**config.mk**
```make
export PLATFORM = sky130hd
export DESIGN_NAME = paddsb_seq
export DESIGN_NICKNAME = d
export VERILOG_FILES = /design/src/rtl/paddsb_pkg.sv /design/src/rtl/paddsb_seq_sat_lane_add.sv /design/src/rtl/paddsb_seq.sv
export SDC_FILE = /design/constraint.sdc
export NUM_CORES = 1
export LEC_CHECK = 0
export ABC_CLOCK_PERIOD_IN_PS = 2700
export BUFFER_PORTS_ARGS = -buffer_cell sky130_fd_sc_hd__buf_2
export CORE_ASPECT_RATIO = 2
export CORE_MARGIN = 2
export CORE_UTILIZATION = 49
export CTS_BUF_LIST = sky130_fd_sc_hd__clkbuf_16
export DETAILED_ROUTE_END_ITERATION = 12
export PLACE_DENSITY = 0.76
export SYNTH_ARGS = -nofsm -noshare
export SYNTH_HDL_FRONTEND = slang
export SYNTH_SLANG_ARGS = --single-unit
```
**constraint.sdc**
```tcl
create_clock -name clk -period 2.7 [get_ports clk]
set_input_delay 0.405 -clock clk [delete_from_list [all_inputs] [get_ports clk]]
set_output_delay 0.405 -clock clk [all_outputs]
set_load 0.1 [all_outputs]
```
**src/rtl/paddsb_pkg.sv**
```systemverilog
// Shared definitions for the sequential packed saturating nibble adder.
package paddsb_pkg;

  localparam int LANE_W = 4;
  localparam int LANES  = 4;
  localparam int DW     = LANE_W * LANES;
  localparam int CNT_W  = $clog2(LANES);

  // Clamp values for a signed LANE_W-bit lane.
  localparam logic [LANE_W-1:0] SAT_POS = {1'b0, {(LANE_W-1){1'b1}}};
  localparam logic [LANE_W-1:0] SAT_NEG = {1'b1, {(LANE_W-1){1'b0}}};

  typedef enum logic [1:0] {
    IDLE = 2'd0,
    RUN  = 2'd1,
    DONE = 2'd2
  } state_e;

endpackage

```
**src/rtl/paddsb_seq_sat_lane_add.sv**
```systemverilog
// One signed LANE_W-bit add with saturation; shared across all lanes.
module sat_lane_add
  import paddsb_pkg::*;
(
  input  logic [LANE_W-1:0] la,
  input  logic [LANE_W-1:0] lb,
  output logic [LANE_W-1:0] res,
  output logic              ovfl
);

  logic [LANE_W-1:0] raw;

  // Wrapped sum, overflow when same-sign inputs produce a sum of the other sign.
  always_comb begin
    raw  = la + lb;
    ovfl = (la[LANE_W-1] == lb[LANE_W-1]) && (raw[LANE_W-1] != la[LANE_W-1]);
    res  = raw;
    if (ovfl) begin
      res = la[LANE_W-1] ? SAT_NEG : SAT_POS;
    end
  end

endmodule

```
**src/rtl/paddsb_seq.sv**
```systemverilog
// Multi-cycle packed saturating add: one lane adder walks the lanes, one per cycle.
// Handshake: a transfer happens on a rising edge where valid and ready are both
// high; valid may not depend combinationally on ready, and once out_valid is
// raised sum/ovfl hold steady until the transfer completes.
module paddsb_seq
  import paddsb_pkg::*;
(
  input  logic             clk,
  input  logic             rst,
  input  logic             in_valid,
  output logic             in_ready,
  input  logic [DW-1:0]    a,
  input  logic [DW-1:0]    b,
  output logic             out_valid,
  input  logic             out_ready,
  output logic [DW-1:0]    sum,
  output logic [LANES-1:0] ovfl,
  output logic             busy
);

  state_e           state_q, state_d;
  logic [DW-1:0]    a_q, a_d;
  logic [DW-1:0]    b_q, b_d;
  logic [CNT_W-1:0] cnt_q, cnt_d;
  logic [DW-1:0]    sum_q, sum_d;
  logic [LANES-1:0] ovfl_q, ovfl_d;

  logic [LANE_W-1:0] lane_a, lane_b, lane_res;
  logic              lane_ovfl;
  logic              accept;

  assign lane_a = a_q[int'(cnt_q)*LANE_W +: LANE_W];
  assign lane_b = b_q[int'(cnt_q)*LANE_W +: LANE_W];

  sat_lane_add u_lane (
    .la   (lane_a),
    .lb   (lane_b),
    .res  (lane_res),
    .ovfl (lane_ovfl)
  );

  // Ready is held low during reset so nothing is accepted while flops are cleared.
  assign in_ready  = !rst && ((state_q == IDLE) || ((state_q == DONE) && out_ready));
  assign accept    = in_valid && in_ready;
  assign out_valid = (state_q == DONE);
  assign busy      = (state_q == RUN);
  assign sum       = sum_q;
  assign ovfl      = ovfl_q;

  // Next-state: accept operands, step one lane per cycle, hold result until retired.
  always_comb begin
    state_d = state_q;
    a_d     = a_q;
    b_d     = b_q;
    cnt_d   = cnt_q;
    sum_d   = sum_q;
    ovfl_d  = ovfl_q;
    unique case (state_q)
      IDLE: begin
        if (accept) begin
          a_d     = a;
          b_d     = b;
          cnt_d   = '0;
          ovfl_d  = '0;
          state_d = RUN;
        end
      end
      RUN: begin
        sum_d[int'(cnt_q)*LANE_W +: LANE_W] = lane_res;
        ovfl_d[cnt_q]                       = lane_ovfl;
        cnt_d                               = cnt_q + CNT_W'(1);
        if (cnt_q == CNT_W'(LANES - 1)) begin
          state_d = DONE;
        end
      end
      DONE: begin
        if (out_ready) begin
          if (in_valid) begin
            // Retire and start the next operation on the same edge.
            a_d     = a;
            b_d     = b;
            cnt_d   = '0;
            ovfl_d  = '0;
            state_d = RUN;
          end else begin
            state_d = IDLE;
          end
        end
      end
      default: state_d = IDLE;
    endcase
  end

  // State and datapath registers; reset discards any in-flight operation.
  always_ff @(posedge clk or posedge rst) begin
    if (rst) begin
      state_q <= IDLE;
      a_q     <= '0;
      b_q     <= '0;
      cnt_q   <= '0;
      sum_q   <= '0;
      ovfl_q  <= '0;
    end else begin
      state_q <= state_d;
      a_q     <= a_d;
      b_q     <= b_d;
      cnt_q   <= cnt_d;
      sum_q   <= sum_d;
      ovfl_q  <= ovfl_d;
    end
  end

endmodule

```
==> flow_summary_export.csv, run 1 <==
group,metric,value,unit
outcome,status,"complete, but fails checks",
outcome,violations,"negative setup slack",
grt,first_global_vias,2031,
grt,grt_pass1_wl,9650,um
synth,synth_top_cell_area_share,50.9,%
die,initial_core_util,50.8,%
clocking,clock_latency,0.29,ns
synth,yosys-top-cells-count,"dfrtp_1 (56), mux2_2 (29), nand2_1 (28)",
finish,diodes,0,
min_path,hp-class,"input pin to flop",
timing,fin_crit,2.83,ns
clocking,htreeDepth,2,
timing,max_slew_margin,54.3,%
clocking,cts_sinks,56,
finish,fillers,475,
routing,postRouteAntennaNets,0,
die,die_w,57,um
timing,maxSlewViolCount,0,
synth,synthFlopType,"dfrtp_1",
synth,synth_edf_count,0,
synth,synth_area_per_cell,12.5,um^2
timing,setup_slack,-0.128,ns
grt,overflow,0,
finish,layout-drive-gt1-share,44.2,%
critical_path,crit_required,2.91,ns
critical_path,reg2regPathDepth,9,
place,pre_cts_slack,-0.308,ns
timing,grt_setup_unrepaired,"true",
synth,yosysSeqAreaShare,50.9,%
critical_path,worstSetupEndpoint,"ovfl[2]",
critical_path,cp.arrival,3.03,ns
clocking,clk_pin_slew,0.07,ns
routing,drc_errors,0,
timing,max_freq,0.354,GHz
synth,netlist_instances,220,
critical_path,start_kind,"flop",
finish,synthToLayoutAreaGrowth,22.5,%
clocking,cts_buffers,5,
grt,antenna_found_initial,0,
critical_path,timing.rr.start,"cnt_q[0]",
synth,syn-cell-area,2750,um^2
place,numPortBuffers,58,
place,place_congestion,0.816,
grt,grt_max_degree,57,
clocking,cts_tree,"yes",
die,dieArea,6270,um^2
synth,synth_most_common_cell,"dfrtp_1",
routing,wl,5950,um
flow_run,max_cap_violations,0,
finish,multi_input_comb_area,1320,um^2
finish,seq_area,1400,um^2
timing,fin_skew,0.00789,ns
synth,ys_top_cells_by_area,"dfrtp_1 (51%), mux2_2 (12%), mux4_1 (5.7%)",
place,post-dp-hpwl,4480,um
critical_path,endpoint_kind,"flop",
routing,drt_pass1_iterations,4,
die,die_height,110,um
clocking,clockBufferDepth,2,
critical_path,crit_fanout,7,
clocking,cts-root-buf,"clkbuf_16",
routing,drt_iter0_drc,42,
critical_path,r2r_slack,-0.13,ns
finish,nets,341,
grt,track_usage,20.4,%
synth,syn_nets,269,
routing,vias_per_cell,5.55,
die,io_pins,59,
timing,hold_viol,0,
synth,async_flop_share,100,%
routing,vias,1955,
synth,ys_seq_elements,56,
synth,synth_top_area_cell,"dfrtp_1",
synth,synth.distinct_cells,37,
timing,post-route-period-util,105,%
critical_path,critical_path_class,"flop to flop",
critical_path,crit-reg2reg-capture,"ovfl[2]",
critical_path,critPathLaunch,"cnt_q[0]",
die,std_cell_rows,38,
synth,yosysWarnings,0,
die,core,5420,um^2
timing,setup_viol,12,
timing,tightest_slew,0.686,ns
routing,wl_per_cell,16.9,um
==> flip-flops by register name, summed over array words and instances, names as in the netlist <==
name / count
a_q: 16
b_q: 16
sum: 16
ovfl: 4
cnt_q: 2
state_q: 2
==> layer usage <==
| metal | routed length (um) | GRT usage (%) | up-vias |
|---|---|---|---|
| met5 | 0 | 0 | - |
| met3 | 169 | 2.92 | 7 |
| li1 | - | - | 932 |
| met2 | 3680 | 41.1 | 39 |
| met1 | 1980 | 19.8 | 977 |
| met4 | 120 | 8.47 | 0 |
==> per-stage QoR <==
step	setup TNS [ns]	utilization [%]	area [um^2]	hold WS [ns]	std cells
3_5_place_dp	-2.99	58.6	3180	0.469	343
4_1_cts	-0.957	62.0	3360	0.327	351
2_1_floorplan	-0.559	-	2760	0.450	220
6_report	-0.592	62.2	3370	0.325	352
3_3_place_gp	-1.32	58.6	3180	0.457	343
5_1_grt	-2.20	62.2	3370	0.342	352
==> cell families (layout without fill, tap and decap cells) <==
family	count (synthesis)	count (layout)	share of synthesized area [%]
compound gates	39	39	8.50
xor+xnor	1	1	0.318
fa+ha+maj	13	13	6.45
buf+inv	17	89	3.18
flops	56	56	50.9
mux	40	40	20.5
simple gates	54	54	10.2
==> final cells by class <==
| type | count | area share, % |
|---|---|---|
| sequential | 56 | 41.6 |
| tap | 60 | 2.23 |
| multi-input combinational | 147 | 39.1 |
| inverter | 8 | 0.890 |
| clock inverter | 2 | 0.371 |
| clock buffer | 5 | 3.71 |
| timing repair buffer | 74 | 12.2 |
==> worst min-delay path by stage <==
stage               cells after the start  endpoint  slack, ns   start
floorplan                               1    b_q[0]       0.45  b_q[0]
global placement                        2    sum[2]       0.46  sum[2]
detailed placement                      2    sum[7]       0.47  sum[7]
CTS                                     2    b_q[0]       0.33    b[0]
global route                            2    b_q[0]       0.34    b[0]
finish                                  2    b_q[0]       0.33    b[0]
==> worst max-delay path, cell delays in order, from the launching register on <==
cell,delay [ns]
dfrtp_2,0.46
mux4_2,0.59
ha_4,0.26
a21o_1,0.15
a21o_1,0.16
fa_2,0.55
inv_2,0.05
nor3_4,0.20
o221ai_1,0.14
a21oi_1,0.17
==> timing repair <==
action	in CTS	in global routing
resized for setup	16	2
cloned	0	0
pin swaps	10	3
setup endpoints to repair	16	16
setup buffers	2	1
hold buffers	0	0
==> cells in the final DEF, fill, tap and decap left out, drive strengths merged, types with 8 or more instances in the layout <==
cell type,netlist,final
buf,7,74
dfrtp,56,56
ha,11,11
inv,8,8
mux2,32,32
mux4,8,8
nand2,28,28
nor2b,9,9
o21ai,21,21
Power of run 1 is left out: the tool's default activity adds up to more than one toggle a clock period on the data nets, which glitch-free logic cannot reach.
==> run 2, diff against run 1 <==
--- a/config.mk
+++ b/config.mk
@@ -7,7 +7,7 @@
 export LEC_CHECK = 0
 export ABC_CLOCK_PERIOD_IN_PS = 2700
 export BUFFER_PORTS_ARGS = -buffer_cell sky130_fd_sc_hd__buf_2
-export CORE_ASPECT_RATIO = 2
+export CORE_ASPECT_RATIO = 1.2
 export CORE_MARGIN = 2
 export CORE_UTILIZATION = 49
 export CTS_BUF_LIST = sky130_fd_sc_hd__clkbuf_16
@@ -16,3 +16,4 @@
 export SYNTH_ARGS = -nofsm -noshare
 export SYNTH_HDL_FRONTEND = slang
 export SYNTH_SLANG_ARGS = --single-unit
+export TNS_END_PERCENT = 20
==> run 2 against run 1 <==
- the run still ends with negative setup slack left
- global-route usage decreased by 0.81 points
- setup slack got worse by 0.074 ns
- final area increased by 1.6%
- cell count increased by 1.1%
- via count increased by 0.92%
- hold slack got worse by 0.056 ns
- maximum frequency decreased by 2.6%
- critical path depth unchanged
- utilization increased by 1.6 points
- routed wire length decreased by 6.5%
- clock skew decreased by 0.0031 ns
- register-to-register slack got worse by 0.07 ns
- largest cell class unchanged
==> flow_summary_export.csv, run 2 (same netlist as run 1, synthesis figures left out) <==
group,metric,value,unit
place,post-dp-hpwl,4030,um
timing,max_freq,0.345,GHz
grt,antenna_found_initial,0,
place,numPortBuffers,58,
flow_run,max_cap_violations,0,
timing,hold_viol,0,
grt,track_usage,19.6,%
timing,setup_viol,9,
routing,drt_pass1_iterations,4,
die,io_pins,59,
die,std_cell_rows,29,
min_path,hp-class,"input pin to async pin",
place,pre_cts_slack,-0.367,ns
critical_path,cp_top_family,"adder cells",
clocking,clock_latency,0.29,ns
die,initial_core_util,51.3,%
clocking,clockBufferDepth,2,
critical_path,worst-path-buf-inv,1,
clocking,cts_tree,"yes",
routing,wl_per_cell,15.6,um
critical_path,critical-path-slowest-cell,"fa_2",
place,place_congestion,0.823,
clocking,cts_buffers,5,
finish,most-common-layout-cells,"buf_2 (58), dfrtp_1 (55), mux2_2 (29)",
grt,grt_max_degree,38,
critical_path,crit_top_cell,"a21o_1",
die,die_height,86.1,um
die,dieArea,6240,um^2
grt,first_global_vias,2032,
finish,diodes,0,
timing,setup_slack,-0.202,ns
die,die_w,72.4,um
timing,tightest_slew,0.721,ns
critical_path,crit_required,2.85,ns
critical_path,path_cells,"mux4_2 > ha_4 > a21o_1 > a21o_1 > fa_2 > inv_2 > and3_4 > o221ai_1 > a21oi_1",
critical_path,critical_path_class,"flop to flop",
critical_path,max_stage_delay,0.59,ns
timing,post-route-period-util,107,%
outcome,violations,"negative setup slack",
routing,drc_errors,0,
timing,fin_skew,0.00483,ns
routing,drt_iter0_drc,95,
timing,fin_crit,2.90,ns
timing,max_slew_margin,51.9,%
finish,layout_commonest_cell,"buf_2",
critical_path,endpoint_kind,"flop",
timing,grt_setup_unrepaired,"true",
critical_path,start_kind,"flop",
critical_path,cp.arrival,3.06,ns
outcome,status,"complete, but fails checks",
finish,synthToLayoutAreaGrowth,24.5,%
clocking,clk_pin_slew,0.07,ns
routing,vias_per_cell,5.54,
finish,nets,343,
clocking,htreeDepth,2,
routing,postRouteAntennaNets,0,
clocking,cts_sinks,56,
die,core,5370,um^2
routing,wl,5560,um
grt,overflow,0,
timing,maxSlewViolCount,0,
finish,layout-drive-gt1-share,45.6,%
clocking,cts-root-buf,"clkbuf_16",
routing,vias,1973,
grt,grt_pass1_wl,9500,um
critical_path,crit_fanout,8,
## run 2: cell count changes in the layout (fill, tap and decap cells not counted), moves of 2 or more
| cell | delta |
|---|---|
| mux4_2 | +2 |
| bufinv_16 | +2 |
| mux4_1 | -2 |
| buf_4 | +2 |
## run 2: worst paths after layout
path / start / endpoint / slack (ns) / depth (start not counted)
max: cnt_q[0] / ovfl[1] / -0.20 / 9
min: rst / state_q[1] / 0.27 / 2
max reg2reg: cnt_q[0] / ovfl[1] / -0.20 / 9
min reg2reg: sum[12] / sum[12] / 0.48 / 2
max in group asynchronous: rst / b_q[3] / 1.79 / 3
min in group clk: b[0] / b_q[0] / 0.33 / 2
## run 2: stage by stage
stage	TNS (ns)	instance area, um^2	util (%)	hold WS (ns)	instances
floorplan	-0.585	2760	-	0.450	220
global placement	-2.91	3190	59.5	0.456	347
detailed placement	-4.58	3190	59.5	0.466	347
CTS	-1.20	3420	63.7	0.291	356
global route	-3.04	3430	63.8	0.340	356
finish	-0.981	3430	63.8	0.270	356
## run 2: repair_timing
item                       CTS  global route
hold endpoints to repair     0             0
setup buffers                2             0
gates resized for setup     14             6
hold buffers                 0             0
pin swaps                    5             2
setup endpoints to repair   16            16
## run 2: final cells by class
class / instances / area [um^2]
Clock inverter: 2 / 60.1
Timing Repair Buffer: 76 / 425
Multi-Input combinational cell: 147 / 1310
Inverter: 8 / 30.0
Clock buffer: 5 / 125
Sequential cell: 56 / 1400
Tap cell: 62 / 77.6
Fill cell: 420 / 1940
## run 2: metal layers
metal	up-vias	global-route usage (%)	wire length (um)
met5	-	0	0
met4	0	5.89	128
met3	12	3.53	263
met2	59	34.8	2940
met1	966	24.3	2230
li1	936	-	-
Power of run 2 is left out for the same reason.
==> run 3, diff against run 2 <==
--- a/config.mk
+++ b/config.mk
@@ -8,11 +8,11 @@
 export ABC_CLOCK_PERIOD_IN_PS = 2700
 export BUFFER_PORTS_ARGS = -buffer_cell sky130_fd_sc_hd__buf_2
 export CORE_ASPECT_RATIO = 1.2
-export CORE_MARGIN = 2
+export CORE_MARGIN = 4
 export CORE_UTILIZATION = 49
 export CTS_BUF_LIST = sky130_fd_sc_hd__clkbuf_16
 export DETAILED_ROUTE_END_ITERATION = 12
-export PLACE_DENSITY = 0.76
+export PLACE_DENSITY_LB_ADDON = 0.15
 export SYNTH_ARGS = -nofsm -noshare
 export SYNTH_HDL_FRONTEND = slang
 export SYNTH_SLANG_ARGS = --single-unit
==> run 3 against run 2 <==
- the flow still finishes with violations (negative setup slack)
- first-iteration DRC count fell by 33%
- clock skew rose by 0.00084 ns
- maximum frequency rose by 3.9%
- cell count fell by 0.84%
- highest routed layer unchanged
- setup slack improved by 0.11 ns
- utilization fell by 0.44 points
==> flow_summary_export.csv, run 3 (same netlist as run 1, synthesis figures left out) <==
group,metric,value,unit
finish,fin_cells,353,
finish,fillers,446,
finish,layout_commonest_cell,"buf_2",
grt,gr-usage-met3,2.80,%
clocking,cts_tree,"yes",
critical_path,reg2regPathDepth,9,
critical_path,start_kind,"flop",
outcome,violations,"negative setup slack",
critical_path,cp.arrival,2.95,ns
die,die_w,76.4,um
routing,vias_per_cell,5.33,
flow_run,max_cap_violations,0,
grt,gr-usage-met2,30.3,%
timing,totalNegativeSetupSlack,-0.556,ns
routing,drt_iter0_drc,64,
die,initial_core_util,51.3,%
finish,most-common-layout-cells,"buf_2 (58), dfrtp_1 (55), mux2_2 (29)",
clocking,cts-root-buf,"clkbuf_16",
die,io_pins,59,
timing,tightest_slew,0.598,ns
finish,stdcell_area,3400,um^2
critical_path,crit_required,2.86,ns
clocking,clock_latency,0.29,ns
timing,post-route-period-util,103,%
grt,track_usage,16.8,%
place,place_congestion,0.804,
finish,seq_area,1400,um^2
die,std_cell_rows,29,
timing,fin_crit,2.79,ns
clocking,htreeDepth,2,
routing,drc_errors,0,
die,core,5370,um^2
critical_path,endpoint_kind,"flop",
grt,grt_pass1_wl,9130,um
clocking,cts_sinks,56,
timing,maxSlewViolCount,0,
min_path,hp-class,"input pin to async pin",
finish,diodes,0,
grt,use_met1,19.8,%
critical_path,critical_path_class,"flop to flop",
routing,drt_pass1_iterations,4,
place,numPortBuffers,58,
place,dp.cells,345,
grt,antenna_found_initial,0,
place,post-dp-hpwl,4160,um
grt,grt-busiest-layer,"met2",
timing,hold_viol,0,
place,pre_cts_slack,-0.314,ns
routing,wl_per_cell,15.6,um
timing,grt_setup_unrepaired,"true",
clocking,clk_pin_slew,0.07,ns
clocking,cts_buffers,5,
timing,max_slew_margin,60.1,%
finish,synthToLayoutAreaGrowth,23.6,%
grt,first_global_vias,1926,
die,dieArea,6890,um^2
critical_path,crit_fanout,7,
finish,layout-drive-gt1-share,45.0,%
clocking,clockBufferDepth,2,
routing,postRouteAntennaNets,0,
outcome,status,"complete, but fails checks",
routing,wl,5520,um
grt,overflow,0,
routing,vias,1881,
timing,setup_slack,-0.0924,ns
timing,fin_skew,0.00567,ns
die,die_height,90.1,um
grt,grt_max_degree,38,
place,placed_cell_area,3190,um^2
timing,max_freq,0.358,GHz
finish,nets,341,
finish,multi_input_comb_area,1310,um^2
timing,setup_viol,12,
-- run 3: worst max-delay path: stages, from the launching register on --
cell and delay [ns]:
dfrtp_2 0.47, mux4_2 0.58, ha_4 0.25, a21o_1 0.15
a21o_1 0.17, fa_2 0.55, inv_2 0.06, and3_4 0.16
o221ai_1 0.18, a21oi_1 0.08
-- run 3: layer usage --
metal / vias up / wire length (um)
met5: - / 0
li1: 927 / -
met1: 899 / 2230
met2: 48 / 2940
met4: 0 / 91
met3: 7 / 253
-- run 3: final cells by class --
cell class / instances / share of cell area (%)
Timing Repair Buffer: 74 / 12.5
Sequential cell: 56 / 41.2
Clock buffer: 5 / 3.68
Inverter: 8 / 0.883
Clock inverter: 1 / 0.883
Tap cell: 62 / 2.28
Multi-Input combinational cell: 147 / 38.5
-- run 3: stage by stage --
stage	utilization (%)	hold WS, ns
final	63.4	0.213
after global routing	63.4	0.257
after global placement	59.4	0.457
after detailed placement	59.4	0.465
after CTS	62.9	0.225
after floorplan	-	0.450
-- run 3: final timing paths --
check / start / end / slack, ns
max: cnt_q[0] / ovfl[2] / -0.09
min: rst / state_q[1] / 0.21
max reg2reg: cnt_q[0] / ovfl[2] / -0.09
min reg2reg: sum[14] / sum[14] / 0.47
max in group asynchronous: rst / cnt_q[0] / 1.92
min in group clk: a[15] / a_q[15] / 0.34
-- run 3: repair_timing --
item                       in CTS  in global routing
gates resized for setup        17                  6
hold buffers                    0                  0
setup endpoints to repair      16                 16
pin swaps                       5                  2
buffers inserted                2                  0
Power of run 3 is left out for the same reason.
